===== config.mk =====
export PLATFORM = sky130hd
export DESIGN_NAME = xz_debounce
export DESIGN_NICKNAME = d
export VERILOG_FILES = /design/src/rtl/xz_debounce_pkg.sv /design/src/rtl/xz_deb_chan.sv /design/src/rtl/xz_debounce.sv
export SDC_FILE = /design/constraint.sdc
export NUM_CORES = 1
export LEC_CHECK = 0
export ABC_AREA = 1
export CORE_ASPECT_RATIO = 1.1
export CORE_UTILIZATION = 29
export CTS_CLUSTER_DIAMETER = 50
export DETAILED_ROUTE_END_ITERATION = 8
export PLACE_DENSITY = 0.52
export SYNTH_ARGS = -nofsm -noshare
export SYNTH_HDL_FRONTEND = slang
export SYNTH_SLANG_ARGS = --single-unit
export TNS_END_PERCENT = 100

===== constraint.sdc =====
create_clock -name clk -period 3.59 [get_ports clk]
set_input_delay 1.077 -clock clk [delete_from_list [all_inputs] [get_ports clk]]
set_output_delay 1.077 -clock clk [all_outputs]
set_load 0.1 [all_outputs]

===== src/rtl/xz_debounce_pkg.sv =====
// Shared types and defaults for the x/z input debouncer.
package xz_debounce_pkg;

    typedef enum logic [1:0] {
        ST_LOW  = 2'b00,
        ST_RISE = 2'b01,
        ST_HIGH = 2'b10,
        ST_FALL = 2'b11
    } chan_state_e;

    localparam int unsigned DEF_STABLE_CYCLES = 4;
    localparam int unsigned DEF_CNT_W         = 8;
    localparam int unsigned DEF_GLITCH_W      = 8;

endpackage


===== src/rtl/xz_deb_chan.sv =====
// One debounce channel: 2-flop synchroniser, qualification FSM, registered
// clean level, and a combinational strobe on an aborted transition.
module xz_deb_chan
    import xz_debounce_pkg::*;
#(
    parameter int unsigned STABLE_CYCLES = DEF_STABLE_CYCLES,
    parameter int unsigned CNT_W         = DEF_CNT_W
) (
    input  logic clk,
    input  logic rst,
    input  logic raw,
    input  logic en,
    output logic out,
    output logic out_nxt_c,
    output logic glitch_c
);

    localparam logic [CNT_W-1:0] CNT_LAST = CNT_W'(STABLE_CYCLES - 1);
    localparam logic [CNT_W-1:0] CNT_ONE  = CNT_W'(1);

    logic              sync1;
    logic              sync2;
    chan_state_e       state;
    chan_state_e       state_nxt;
    logic [CNT_W-1:0]  cnt;
    logic [CNT_W-1:0]  cnt_nxt;

    // Synchroniser runs independently of en.
    always_ff @(posedge clk or posedge rst) begin
        if (rst) begin
            sync1 <= 1'b0;
            sync2 <= 1'b0;
        end else begin
            sync1 <= raw;
            sync2 <= sync1;
        end
    end

    always_ff @(posedge clk or posedge rst) begin
        if (rst) begin
            state <= ST_LOW;
            cnt   <= '0;
            out   <= 1'b0;
        end else begin
            state <= state_nxt;
            cnt   <= cnt_nxt;
            out   <= out_nxt_c;
        end
    end

    // Disabling abandons an in-flight qualification without counting it as a glitch.
    always_comb begin
        state_nxt = state;
        cnt_nxt   = cnt;
        glitch_c  = 1'b0;
        case (state)
            ST_LOW: begin
                if (en && sync2) begin
                    state_nxt = ST_RISE;
                    cnt_nxt   = CNT_ONE;
                end
            end
            ST_RISE: begin
                if (!en) begin
                    state_nxt = ST_LOW;
                    cnt_nxt   = '0;
                end else if (!sync2) begin
                    state_nxt = ST_LOW;
                    cnt_nxt   = '0;
                    glitch_c  = 1'b1;
                end else if (cnt == CNT_LAST) begin
                    state_nxt = ST_HIGH;
                    cnt_nxt   = '0;
                end else begin
                    cnt_nxt = cnt + CNT_ONE;
                end
            end
            ST_HIGH: begin
                if (en && !sync2) begin
                    state_nxt = ST_FALL;
                    cnt_nxt   = CNT_ONE;
                end
            end
            ST_FALL: begin
                if (!en) begin
                    state_nxt = ST_HIGH;
                    cnt_nxt   = '0;
                end else if (sync2) begin
                    state_nxt = ST_HIGH;
                    cnt_nxt   = '0;
                    glitch_c  = 1'b1;
                end else if (cnt == CNT_LAST) begin
                    state_nxt = ST_LOW;
                    cnt_nxt   = '0;
                end else begin
                    cnt_nxt = cnt + CNT_ONE;
                end
            end
            default: begin
                state_nxt = ST_LOW;
                cnt_nxt   = '0;
            end
        endcase
        out_nxt_c = (state_nxt == ST_HIGH) || (state_nxt == ST_FALL);
    end

endmodule


===== src/rtl/xz_debounce.sv =====
// Debounced x/z pair for the downstream state tracker, with change pulse
// and a saturating glitch counter covering both channels.
module xz_debounce
    import xz_debounce_pkg::*;
#(
    parameter int unsigned STABLE_CYCLES = DEF_STABLE_CYCLES,
    parameter int unsigned CNT_W         = DEF_CNT_W,
    parameter int unsigned GLITCH_W      = DEF_GLITCH_W
) (
    input  logic                clk,
    input  logic                rst,
    input  logic                x_raw,
    input  logic                z_raw,
    input  logic                en,
    input  logic                glitch_clr,
    output logic                x,
    output logic                z,
    output logic                xz_chg,
    output logic [GLITCH_W-1:0] glitch_cnt
);

    logic              x_nxt_c;
    logic              z_nxt_c;
    logic              x_glitch_c;
    logic              z_glitch_c;
    logic [1:0]        glitch_add_c;
    logic [GLITCH_W:0] glitch_sum_c;

    xz_deb_chan #(
        .STABLE_CYCLES (STABLE_CYCLES),
        .CNT_W         (CNT_W)
    ) u_chan_x (
        .clk       (clk),
        .rst       (rst),
        .raw       (x_raw),
        .en        (en),
        .out       (x),
        .out_nxt_c (x_nxt_c),
        .glitch_c  (x_glitch_c)
    );

    xz_deb_chan #(
        .STABLE_CYCLES (STABLE_CYCLES),
        .CNT_W         (CNT_W)
    ) u_chan_z (
        .clk       (clk),
        .rst       (rst),
        .raw       (z_raw),
        .en        (en),
        .out       (z),
        .out_nxt_c (z_nxt_c),
        .glitch_c  (z_glitch_c)
    );

    // At most +2 per edge, so the carry bit alone signals saturation.
    always_comb begin
        glitch_add_c = 2'(x_glitch_c) + 2'(z_glitch_c);
        glitch_sum_c = (GLITCH_W+1)'(glitch_cnt) + (GLITCH_W+1)'(glitch_add_c);
    end

    always_ff @(posedge clk or posedge rst) begin
        if (rst) begin
            xz_chg     <= 1'b0;
            glitch_cnt <= '0;
        end else begin
            xz_chg <= (x_nxt_c != x) || (z_nxt_c != z);
            if (glitch_clr) begin
                glitch_cnt <= '0;
            end else if (glitch_sum_c[GLITCH_W]) begin
                glitch_cnt <= '1;
            end else begin
                glitch_cnt <= glitch_sum_c[GLITCH_W-1:0];
            end
        end
    end

endmodule


# == Word-level counts from Yosys, hierarchy flattened ==
# Index checks and enable logic that the tools add are counted.
# totals
register_bits,35
inputBits,6
out_inout_bits,11
elab_cells,93
# classes
n_addsub,4
eq_ne,18
mux,46
n_reduce_logical,13
# ops
operator,n
$mux 8,16
$pmux 8 s4,2
$mux 2,16
$add 8x1->8 const B,2
$eq 2x2->1 const B,8
$eq 8x2->1 const B,2
$pmux 2 s4,2
$add 8x2->9,1
$mux 1,8
$ne 2x1->1 const B,4
$eq 2x1->1 const B,2
$logic_and 1x1->1,4
$logic_not 2->1,2
$pmux 1 s2,2
$reduce_and 2->1,2
$logic_or 1x1->1,3
$add 1x1->2,1
$logic_not 1->1,2
$ne 1x1->1,2

# == Longest topological paths before layout ==
# logic_depth
ltp_word,9
ltp_mapped,11
ltp_nobuf,11

# == By module ==
# A second synthesis with hierarchy kept.
# unflattened
cells_unflattened,279
hier_area_um2,2033.2
# modules_own_cells
module,n_inst,cells_each,area_per_inst_um2,seq_area_each_um2
xz_deb_chan,2,109,762.0,300.3
xz_debounce,1,61,509.2,225.2

# == Least setup slack after synthesis ==
# No wires, ideal clock.
# synth_path
kind,input -> register
start,input port en
end,register glitch_cnt[5]
setup_time_ps,63
t_arrival_ps,2597
required_time_ps,3527
path_slack_ps,930
stages,11
path_buffers,1
path_cell_list,buf_4 > nand3_1 > fa_1 > inv_1 > ha_1 > nand4_1 > nor2_1 > nand2_1 > o21ai_0 > nand2_1 > inv_1
# synth_between
elab_chain_cells,6
word_cells_on_any_way,10
classes_between,add/sub (2); mux (8)
# synth_rtl
item,line,source
"start, declared",xz_debounce.sv:14,"input logic en,"
$mux 1 (on tied branches),"xz_deb_chan.sv:85, xz_deb_chan.sv:64",
$pmux 1 s2,xz_deb_chan.sv:56,case (state)
$add 1x1->2 (*),xz_debounce.sv:57,glitch_add_c = 2'(x_glitch_c) + 2'(z_glitch_c);
$add 8x2->9 (*),xz_debounce.sv:58,glitch_sum_c = (GLITCH_W+1)'(glitch_cnt) + (GLITCH_W+1)'(glitch_add_c);
$mux 8 (*),xz_debounce.sv:69,end else if (glitch_sum_c[GLITCH_W]) begin
$mux 8 (*),xz_debounce.sv:67,if (glitch_clr) begin
"end signal, assigned",xz_debounce.sv:72,glitch_cnt <= glitch_sum_c[GLITCH_W-1:0];
"end, declared",xz_debounce.sv:19,output logic [GLITCH_W-1:0] glitch_cnt
# Mark *: on every way between the ends. The rest lies on a longest branch, timed or not.
# A chain may end at the register's enable or synchronous reset.

# == Worst setup path in the final report ==
# Same ends and word-level chain as after synthesis.

==> flow_summary_export.csv <==
group,metric,value,unit
power_and_ir_drop,leakagePower,1.06,nW
floorplanning,fp.dieW,77.4,um
yosys,yosys_warnings,0,
clock_tree,h-tree-depth,2,
cells_and_area,num-fill-cells,623,
sta,hold_violations,0,
floorplanning,die_area,6580,um2
global_route,antenna_found_initial,0,
yosys,syn_area,1810,um2
cells_and_area,layout_common_cells,"58 x nand2_1, 35 x dfrtp_1, 32 x inv_1",
worst_setup_path,critical_path_class,"input pin to flip-flop",
floorplanning,initial_utilization,30.7,%
route,drt-total-wl,3.50,mm
route,via_count,1442,
route,wl_per_cell,10.6,um
yosys,syn_area_per_cell,7.99,um2
clock_tree,cts_num_sinks,35,
worst_setup_path,worst_setup_path_start_kind,"input pin",
sta,fmax,351,MHz
clock_tree,post_cts_buffers,0,
worst_setup_path,cp-end-kind,"flip-flop",
power_and_ir_drop,p_per_area,493,nW/um2
sta,min_period_over_period,79.2,%
placed_design,hpwl,2.55,mm
sta,finalMaxSlewViolations,0,
route,ant_nets,0,
placed_design,globalplace.congestion,0.785,
clock_tree,cts_resized,0,
worst_setup_path,path_max_fanout,7,
sta,worstMarginPinSlew,461,ps
cells_and_area,diodes,0,
route,first_pass_iters,4,
cells_and_area,layout.cells.most_common,"nand2_1",
sta,finalSetupViolations,0,
sta,clock_skew,4.18,ps
clock_tree,cts-root-buf,"clkbuf_8",
clock_tree,clockBufferDepth,2,
global_route,grt_usage,12.2,%
placed_design,preCtsSetupSlack,462,ps
yosys,ys_seq_area_share,48.3,%
sta,grt_setup_unrepaired,"no",
clock_tree,cts_buffers,5,
floorplanning,row_count,29,
route,drc_errors,0,
yosys,synthTopCellsByArea,"dfrtp_1 48%, nand2_1 12%, inv_1 6.6%",
yosys,synth_nets,237,
global_route,grt_overflow,0,
global_route,grt_pass1_vias,1470,
yosys,yosysUniqueCellTypes,27,
hold_path,hold_path_class,"flip-flop to flip-flop",
outcome,status,"finished clean",
power_and_ir_drop,vdd_drop_max,0.000224,V
placed_design,portBuffers,16,
clock_tree,clock_latency,280,ps
floorplanning,die_h,85.0,um
clock_tree,postCtsHoldBufs,0,
cells_and_area,drive_gt1_share,10.7,%
cells_and_area,seq_area,876,um2
route,viasPerCell,4.38,
global_route,grt_pass1_wl,6.33,mm
cells_and_area,multiInputGateArea,807,um2
route,drt-initial-drc-count,64,
worst_setup_path,worstPathArrival,3070,ps
sta,min_period,2850,ps
cells_and_area,area_delta_synth_final,18.6,%
yosys,synth-seq-cells,35,
sta,maxSlewHeadroom,69.2,%
clock_tree,path_clk_slew,70,ps
cells_and_area,fin_nets,261,
flow_run,maxCapViolCount,0,
floorplanning,io_pins,17,
sta,setup_slack,745,ps
power_and_ir_drop,total_power,1.06,mW
sta,setup_tns,0,ps
yosys,synth_top_area_share,48.3,%
floorplanning,core,5910,um2
yosys,synth_area_leader_cell,"dfrtp_1",
clock_tree,cts_tree,"yes",
worst_setup_path,crit_required,3820,ps
global_route,grt_max_degree,36,
yosys,syn-instance-count,227,
cell usage after synthesis:
cell and instances:
nand2_1 58, dfrtp_1 35, inv_1 32, nor2_1 26, nand3_1 19, a21oi_1 12
o21ai_0 10, nand4_1 5, xor2_1 4, ha_1 3, nor3_1 3, xnor2_1 3
nand2_2 2, nand2_4 2, a21boi_0 1, a22o_1 1, a22oi_1 1, a31oi_1 1
and3_1 1, buf_4 1, fa_1 1, inv_2 1, nor2_4 1, nor3_4 1
nor3b_1 1, o211ai_1 1, o21a_1 1
report_power, final:
group | leakage (nW) | internal [mW] | switching, mW
Sequential | 0.458 | 0.431 | 0.0361
Combinational | 0.553 | 0.0783 | 0.200
Clock | 0.0515 | 0.175 | 0.138
sequential cells by signal (all words and copies together), names as in the netlist:
signal,count
glitch_cnt,8
u_chan_x.cnt,8
u_chan_z.cnt,8
u_chan_x.state,2
u_chan_z.state,2
u_chan_x.out,1
u_chan_x.sync1,1
u_chan_x.sync2,1
u_chan_z.out,1
u_chan_z.sync1,1
u_chan_z.sync2,1
xz_chg,1
area by class of cell:
class                           instances  share of cell area (%)
Timing Repair Buffer                   18                    6.86
Inverter                               33                    5.76
Tap cell                               77                    4.48
Multi-Input combinational cell        158                    37.5
Clock buffer                            8                    4.65
Sequential cell                        35                    40.7
through the flow:
stage	hold slack, ps	area [um2]	util, %	instances
after floorplan	331	1810	-	227
after CTS	352	2150	36.4	329
final	350	2150	36.4	329
after detailed placement	336	2050	34.7	321
after global routing	361	2150	36.4	329
after global placement	334	2050	34.7	321
path summary, 6_finish.rpt:
path                                     end         startpoint  depth (start not counted)  slack, ps
max in group asynchronous  u_chan_x.state[1]                rst                          3       2070
min reg2reg                   u_chan_z.sync2     u_chan_z.sync1                          0        350
max reg2reg                    glitch_cnt[5]  u_chan_z.state[1]                         11       1380
min in group asynchronous     u_chan_x.sync1                rst                          3       1200
max                            glitch_cnt[5]                 en                         11        740
min                           u_chan_z.sync2     u_chan_z.sync1                          0        350
critical path, stage by stage:
cell and delay [ps]:
clkdlybuf4s50_1 500, nand3_1 110, fa_1 390, inv_1 80, ha_1 200, nand4_1 170, nor2_1 120, nand2_1 160
o21ai_0 120, nand2_1 60, inv_1 60
cell families (layout without fill, tap and decap cells):
family | count (synthesis) | count (layout) | synth area share, %
and+or+nand+nor | 119 | 119 | 29.4
DFF | 35 | 35 | 48.3
buffers and inverters | 34 | 59 | 7.24
AOI/OAI and AO/OA | 28 | 28 | 8.55
xor gates and xnor gates | 7 | 7 | 3.38
adders and majority gates | 4 | 4 | 3.17
layer usage:
layer | GRT usage, % | routed length, um | vias to the layer above
met3 | 2.47 | 118 | 5
met1 | 15.8 | 1740 | 646
met5 | 0 | 0 | -
li1 | - | - | 772
met2 | 19.3 | 1580 | 19
met4 | 6.17 | 65 | 0
(Power assumes the default switching activity.)
